--- src/rtl/pc_pkg.sv ---
// Shared definitions for the program-counter unit: FSM encoding, alignment and default vectors.
package pc_pkg;

    localparam logic [1:0] S_BOOT = 2'd0;
    localparam logic [1:0] S_RUN  = 2'd1;
    localparam logic [1:0] S_HALT = 2'd2;

    typedef enum logic [1:0] {
        ST_BOOT = S_BOOT,
        ST_RUN  = S_RUN,
        ST_HALT = S_HALT
    } state_t;

    // Instructions are 4-byte aligned; targets with non-zero low bits trap.
    localparam int IALIGN_BITS = 2;

    localparam logic [31:0] DEFAULT_RESET_VECTOR = 32'h0000_0000;
    localparam logic [31:0] DEFAULT_TRAP_VECTOR  = 32'h0000_0100;

endpackage

--- src/rtl/pc_if.sv ---
// Control/status bundle between execute/CSR logic (master) and the PC unit (slave).
interface pc_if #(
    parameter int XLEN = 32
);
    logic            stall;
    logic            redirect_valid;
    logic [XLEN-1:0] redirect_target;
    logic            trap_req;
    logic            mret;
    logic            halt_req;
    logic            resume;

    logic [XLEN-1:0] pc;
    logic [XLEN-1:0] pc_plus4;
    logic            fetch_valid;
    logic [XLEN-1:0] epc;
    logic            misaligned;
    logic            halted;

    modport master (
        output stall, redirect_valid, redirect_target, trap_req, mret, halt_req, resume,
        input  pc, pc_plus4, fetch_valid, epc, misaligned, halted
    );

    modport slave (
        input  stall, redirect_valid, redirect_target, trap_req, mret, halt_req, resume,
        output pc, pc_plus4, fetch_valid, epc, misaligned, halted
    );
endinterface

--- src/rtl/pc_reg.sv ---
// XLEN-wide register with synchronous reset to a fixed value and a load enable.
module pc_reg #(
    parameter int              XLEN        = 32,
    parameter logic [XLEN-1:0] RESET_VALUE = '0
) (
    input  logic            clk,
    input  logic            rst,
    input  logic            i_en,
    input  logic [XLEN-1:0] i_d,
    output logic [XLEN-1:0] o_q
);

    logic [XLEN-1:0] r_q;

    always_ff @(posedge clk) begin
        if (rst) begin
            r_q <= RESET_VALUE;
        end else if (i_en) begin
            r_q <= i_d;
        end
    end

    assign o_q = r_q;

endmodule

--- src/rtl/pc_unit.sv ---
// Fetch PC with BOOT/RUN/HALT control, trap/mret/redirect selection and misaligned-target trapping.
module pc_unit
    import pc_pkg::*;
#(
    parameter int              XLEN         = 32,
    parameter logic [XLEN-1:0] RESET_VECTOR = XLEN'(DEFAULT_RESET_VECTOR),
    parameter logic [XLEN-1:0] TRAP_VECTOR  = XLEN'(DEFAULT_TRAP_VECTOR)
) (
    input  logic clk,
    input  logic rst,
    pc_if.slave  bus
);

    state_t          r_state;
    state_t          w_state_nxt;
    logic [XLEN-1:0] w_pc;
    logic [XLEN-1:0] w_pc_nxt;
    logic [XLEN-1:0] w_pc_plus4;
    logic            w_pc_en;
    logic [XLEN-1:0] r_epc;
    logic            w_epc_en;
    logic            r_misaligned;
    logic            w_mis_nxt;
    logic            w_fetch_vld;
    logic            w_halted;
    logic            w_bad_target;
    logic            w_trap;

    pc_reg #(
        .XLEN        (XLEN),
        .RESET_VALUE (RESET_VECTOR)
    ) u_pc_reg (
        .clk  (clk),
        .rst  (rst),
        .i_en (w_pc_en),
        .i_d  (w_pc_nxt),
        .o_q  (w_pc)
    );

    assign w_pc_plus4   = w_pc + XLEN'(32'd4);
    assign w_bad_target = bus.redirect_valid && (bus.redirect_target[IALIGN_BITS-1:0] != '0);
    assign w_trap       = bus.trap_req || w_bad_target;

    always_comb begin
        w_state_nxt = r_state;
        w_pc_nxt    = w_pc;
        w_pc_en     = 1'b0;
        w_epc_en    = 1'b0;
        w_mis_nxt   = 1'b0;
        w_fetch_vld = 1'b0;
        w_halted    = 1'b0;
        case (r_state)
            ST_BOOT: begin
                w_state_nxt = ST_RUN;
            end
            ST_RUN: begin
                w_fetch_vld = !bus.stall;
                if (bus.halt_req) begin
                    w_state_nxt = ST_HALT;
                end
                // Control transfers beat stall and halt; only the sequential step is suppressed.
                if (w_trap) begin
                    w_pc_nxt  = TRAP_VECTOR;
                    w_pc_en   = 1'b1;
                    w_epc_en  = 1'b1;
                    w_mis_nxt = w_bad_target;
                end else if (bus.mret) begin
                    w_pc_nxt = r_epc;
                    w_pc_en  = 1'b1;
                end else if (bus.redirect_valid) begin
                    w_pc_nxt = bus.redirect_target;
                    w_pc_en  = 1'b1;
                end else if (!bus.stall && !bus.halt_req) begin
                    w_pc_nxt = w_pc_plus4;
                    w_pc_en  = 1'b1;
                end
            end
            ST_HALT: begin
                w_halted = 1'b1;
                // The halting instruction was already fetched, so resume steps past it.
                if (bus.resume) begin
                    w_state_nxt = ST_RUN;
                    w_pc_nxt    = w_pc_plus4;
                    w_pc_en     = 1'b1;
                end
            end
            default: begin
                w_state_nxt = ST_BOOT;
            end
        endcase
    end

    always_ff @(posedge clk) begin
        if (rst) begin
            r_state      <= ST_BOOT;
            r_epc        <= '0;
            r_misaligned <= 1'b0;
        end else begin
            r_state      <= w_state_nxt;
            r_misaligned <= w_mis_nxt;
            if (w_epc_en) begin
                r_epc <= w_pc;
            end
        end
    end

    assign bus.pc          = w_pc;
    assign bus.pc_plus4    = w_pc_plus4;
    assign bus.epc         = r_epc;
    assign bus.misaligned  = r_misaligned;
    assign bus.fetch_valid = w_fetch_vld && !rst;
    assign bus.halted      = w_halted && !rst;

endmodule

--- src/flat_wrapper.sv ---
// flat-port wrapper written by rule: the top's interface ports become plain ports
module pc_unit_flat import pc_pkg::*;
#(
    parameter int              XLEN         = 32,
    parameter logic [XLEN-1:0] RESET_VECTOR = XLEN'(DEFAULT_RESET_VECTOR),
    parameter logic [XLEN-1:0] TRAP_VECTOR  = XLEN'(DEFAULT_TRAP_VECTOR)
)
  (clk, rst, bus_stall, bus_redirect_valid, bus_redirect_target, bus_trap_req, bus_mret, bus_halt_req, bus_resume, bus_pc, bus_pc_plus4, bus_fetch_valid, bus_epc, bus_misaligned, bus_halted);
  pc_if #(.XLEN(XLEN)) bus_i ();
  input  logic clk;
  input  logic rst;
  input wire logic [$bits(bus_i.stall)-1:0] bus_stall;
  input wire logic [$bits(bus_i.redirect_valid)-1:0] bus_redirect_valid;
  input wire logic [$bits(bus_i.redirect_target)-1:0] bus_redirect_target;
  input wire logic [$bits(bus_i.trap_req)-1:0] bus_trap_req;
  input wire logic [$bits(bus_i.mret)-1:0] bus_mret;
  input wire logic [$bits(bus_i.halt_req)-1:0] bus_halt_req;
  input wire logic [$bits(bus_i.resume)-1:0] bus_resume;
  output wire logic [$bits(bus_i.pc)-1:0] bus_pc;
  output wire logic [$bits(bus_i.pc_plus4)-1:0] bus_pc_plus4;
  output wire logic [$bits(bus_i.fetch_valid)-1:0] bus_fetch_valid;
  output wire logic [$bits(bus_i.epc)-1:0] bus_epc;
  output wire logic [$bits(bus_i.misaligned)-1:0] bus_misaligned;
  output wire logic [$bits(bus_i.halted)-1:0] bus_halted;
  assign bus_i.stall = bus_stall;
  assign bus_i.redirect_valid = bus_redirect_valid;
  assign bus_i.redirect_target = bus_redirect_target;
  assign bus_i.trap_req = bus_trap_req;
  assign bus_i.mret = bus_mret;
  assign bus_i.halt_req = bus_halt_req;
  assign bus_i.resume = bus_resume;
  assign bus_pc = bus_i.pc;
  assign bus_pc_plus4 = bus_i.pc_plus4;
  assign bus_fetch_valid = bus_i.fetch_valid;
  assign bus_epc = bus_i.epc;
  assign bus_misaligned = bus_i.misaligned;
  assign bus_halted = bus_i.halted;
  pc_unit #(.XLEN(XLEN), .RESET_VECTOR(RESET_VECTOR), .TRAP_VECTOR(TRAP_VECTOR)) u_core (.clk(clk), .rst(rst), .bus(bus_i));
endmodule
--- config.mk ---
export PLATFORM = sky130hd
export DESIGN_NAME = pc_unit_flat
export DESIGN_NICKNAME = d
export VERILOG_FILES = /design/src/rtl/pc_pkg.sv /design/src/rtl/pc_if.sv /design/src/rtl/pc_reg.sv /design/src/rtl/pc_unit.sv /design/src/flat_wrapper.sv
export SDC_FILE = /design/constraint.sdc
export NUM_CORES = 1
export LEC_CHECK = 0
export CELL_PAD_IN_SITES_DETAIL_PLACEMENT = 0
export CELL_PAD_IN_SITES_GLOBAL_PLACEMENT = 1
export CORE_UTILIZATION = 45
export DETAILED_ROUTE_END_ITERATION = 12
export DONT_BUFFER_PORTS = 1
export HOLD_SLACK_MARGIN = 0.02
export PLACE_DENSITY = 0.91
export RECOVER_POWER = 100
export SYNTH_ARGS = -nofsm -noshare
export SYNTH_HDL_FRONTEND = slang
export SYNTH_SLANG_ARGS = --single-unit
--- constraint.sdc ---
create_clock -name clk -period 2.6 [get_ports clk]
set_input_delay 0.52 -clock clk [delete_from_list [all_inputs] [get_ports clk]]
set_output_delay 0.52 -clock clk [all_outputs]
set_load 0.03 [all_outputs]
==> impl_metrics.toml <==
[die]
row_count = 34
chipHeight_um = 98.30
ioPinCount = 139
core_um2 = 8848
start_util_pct = 47.16
fp.dieW_um = 98.30
dieArea_um2 = 9662

[final_layout]
layout.nets = 654
regArea_um2 = 1344
multi_input_area_um2 = 2783
diodes = 0
nFillCells = 869
layout-drive-gt1-share_pct = 18.40
final_cell_mix = "nand2_1, a21oi_1, dfxtp_1"
instances_no_fill = 722
area_growth_pct = 19.64
final_common_cell = "nand2_1"

[critical_path]
r2r_slack_ps = 100
crit_path_start_kind = "flip-flop"
worst-path-max-fanout = 5
endpoint_kind = "output pin"
crit_type = "flip-flop to output pin"
crit_required_ps = 2080
arrival_ps = 2120

[grt]
antenna_found_initial = 0
grt_max_degree = 76
grt_usage_pct = 30.64
grt_pass1_wl_mm = 23.36
grt_pass1_vias = 4664
overflow = 0

[logic_synthesis]
seq_area_frac_synth_pct = 32.14
synth_cell_types = 61
yosysTopAreaCell = "dfxtp_1"
synthArstFlopShare_pct = 0
synth_nets = 611
avgSynthCellArea_um2 = 7.359
synth-seq-cells = 67
synth_area_um2 = 4173
syn_inst = 567
synth_area_leaders = "dfxtp_1, nand2_1, a21oi_1, a22oi_1, xnor2_1"
yosysTopAreaCellShare_pct = 32.14
ys.flop_type = "dfxtp_1"
synth-edff-count = 0
yosysWarnings = 0

[route]
top_layer = "met4"
wl_met1_mm = 5.917
routed-wl-met3_mm = 1.417
wl_mm = 14.75
drtAntennaViolNets = 0
via_per_inst = 6.330
drt_iter0_markers = 351
wl_met2_mm = 6.994
vias = 4570
drt_pass1_iterations = 9
drc = 9
wl_per_cell_um = 20.43

[timing]
finalCritPeriodShare_pct = 101.4
fmax_mhz = 379.3
fin_crit_ps = 2637
fin_ws_ps = -36.59
setup-violations-final = 5
hold_viol = 0
worst-slew-pin-transition_ps = 808.0
drv_slew = 0
maxSlewHeadroom_pct = 45.75
rsz0062_at_grt = "yes"
fin_skew_ps = 12.57

[power_and_ir_drop]
peakVddDrop_v = 0.0002146
cellLeakagePower_nw = 1.808
p_total_w = 0.002456
power_density_nw_per_um2 = 491.9

[placement]
dp_hpwl_mm = 10.14
io_buffers = 0
pre_cts_ws_ps = 129.4
place_inst = 698
gp_congestion = 0.8590

[job]
drv_cap = 0

[cts]
clockRootBuffer = "clkbuf_8"
cts_buffers = 9
cts_sinks = 67
cts_hold_buf = 0
cts_tree = "built"
cts.path.max_buffers = 2
insertion_delay_ps = 360
clkTransAtPathRegs_ps = 80
cts_max_level = 3

[status]
status = "finished, violations left"
violations = "design-rule violations, negative setup slack"

[hold_path]
hold_path.class = "primary input to flip-flop"
==> path summary, 6_finish.rpt <==
kind	cells after the start	endpoint	from
worst max register to register	7	u_core.u_pc_reg.o_q[21]	u_core.r_state[0]
worst min-delay path	1	u_core.bus.epc[30]	rst
worst min register to register	2	u_core.r_state[0]	u_core.r_state[0]
worst max-delay path	7	bus_pc_plus4[21]	u_core.u_pc_reg.o_q[3]
==> power by group <==
part,switching (W),total [W],internal [W]
logic,0.000414,0.000573,0.000159
registers,0.0000431,0.00110,0.00106
clock network,0.000417,0.000781,0.000363
total,0.000874,0.00246,0.00158
==> what timing repair did <==
item	CTS	global route
setup endpoints to repair	15	18
hold endpoints to repair	0	0
setup buffers	6	3
pin swaps	6	5
gates resized for setup	22	20
==> critical path, cell delays in order (launching register included) <==
cell and delay (ps):
dfxtp_2 350, buf_6 150, nand4_1 200, or2_4 310, nor3_4 170, and3_4 240, xor2_2 190, buf_6 160
==> cell type report <==
class | count | share of cell area, %
clock buffer | 12 | 2.907
clock inverter | 3 | 0.3008
multi-input combinational | 438 | 55.74
sequential | 67 | 26.92
tap | 108 | 2.707
inverter | 13 | 0.9774
timing repair buffer | 81 | 10.45
==> layer usage <==
| metal | GRT usage [%] | vias up |
|---|---|---|
| met3 | 8.160 | 43 |
| met1 | 36.24 | 2168 |
| li1 | - | 2116 |
| met4 | 17.34 | 0 |
| met2 | 50.33 | 243 |
| met5 | 0 | - |
==> state kept, by name, summed over array words and instances, names as in the netlist <==
signal,count
u_core.u_pc_reg.o_q,32
u_core.bus.misaligned,1
u_core.r_state,2
u_core.bus.epc,32
==> through the flow <==
step | hold WS, ps | utilization, % | area (µm²) | TNS, ps
floorplan | 509.5 | - | 4258 | -36.75
global placement | 512.6 | 53.14 | 4702 | 0
detailed placement | 548.6 | 53.14 | 4702 | 0
CTS | 217.7 | 56.53 | 5002 | 0
global route | 230.0 | 56.42 | 4992 | -1144
finish | 224.1 | 56.42 | 4992 | -107.7
==> synth_stat cells (6+ instances only) <==
cell and number:
and3_1 6, inv_1 12, a21oi_1 68, a22oi_1 20, a211oi_1 9, nand4_1 7
nand2_1 94, dfxtp_1 67, nor2_1 39, nand2b_1 14, nand3_1 14, xor2_1 9
a221oi_1 6, clkbuf_1 32, o22ai_1 15, xnor2_1 17, buf_2 8, nor3_1 19
o21ai_0 24
==> logic make-up (layout without fill, tap and decap cells) <==
family / after synthesis / after routing / share of synthesized area [%]
muxes: 6 / 6 / 1.469
DFF: 67 / 67 / 32.14
buffers and inverters: 62 / 109 / 6.777
and+or+nand+nor: 224 / 224 / 26.09
adders and majority gates: 4 / 4 / 1.199
xor gates and xnor gates: 26 / 26 / 5.457
AOI/OAI and AO/OA: 178 / 178 / 26.87
Note: power is estimated with default switching activity, not from simulation.
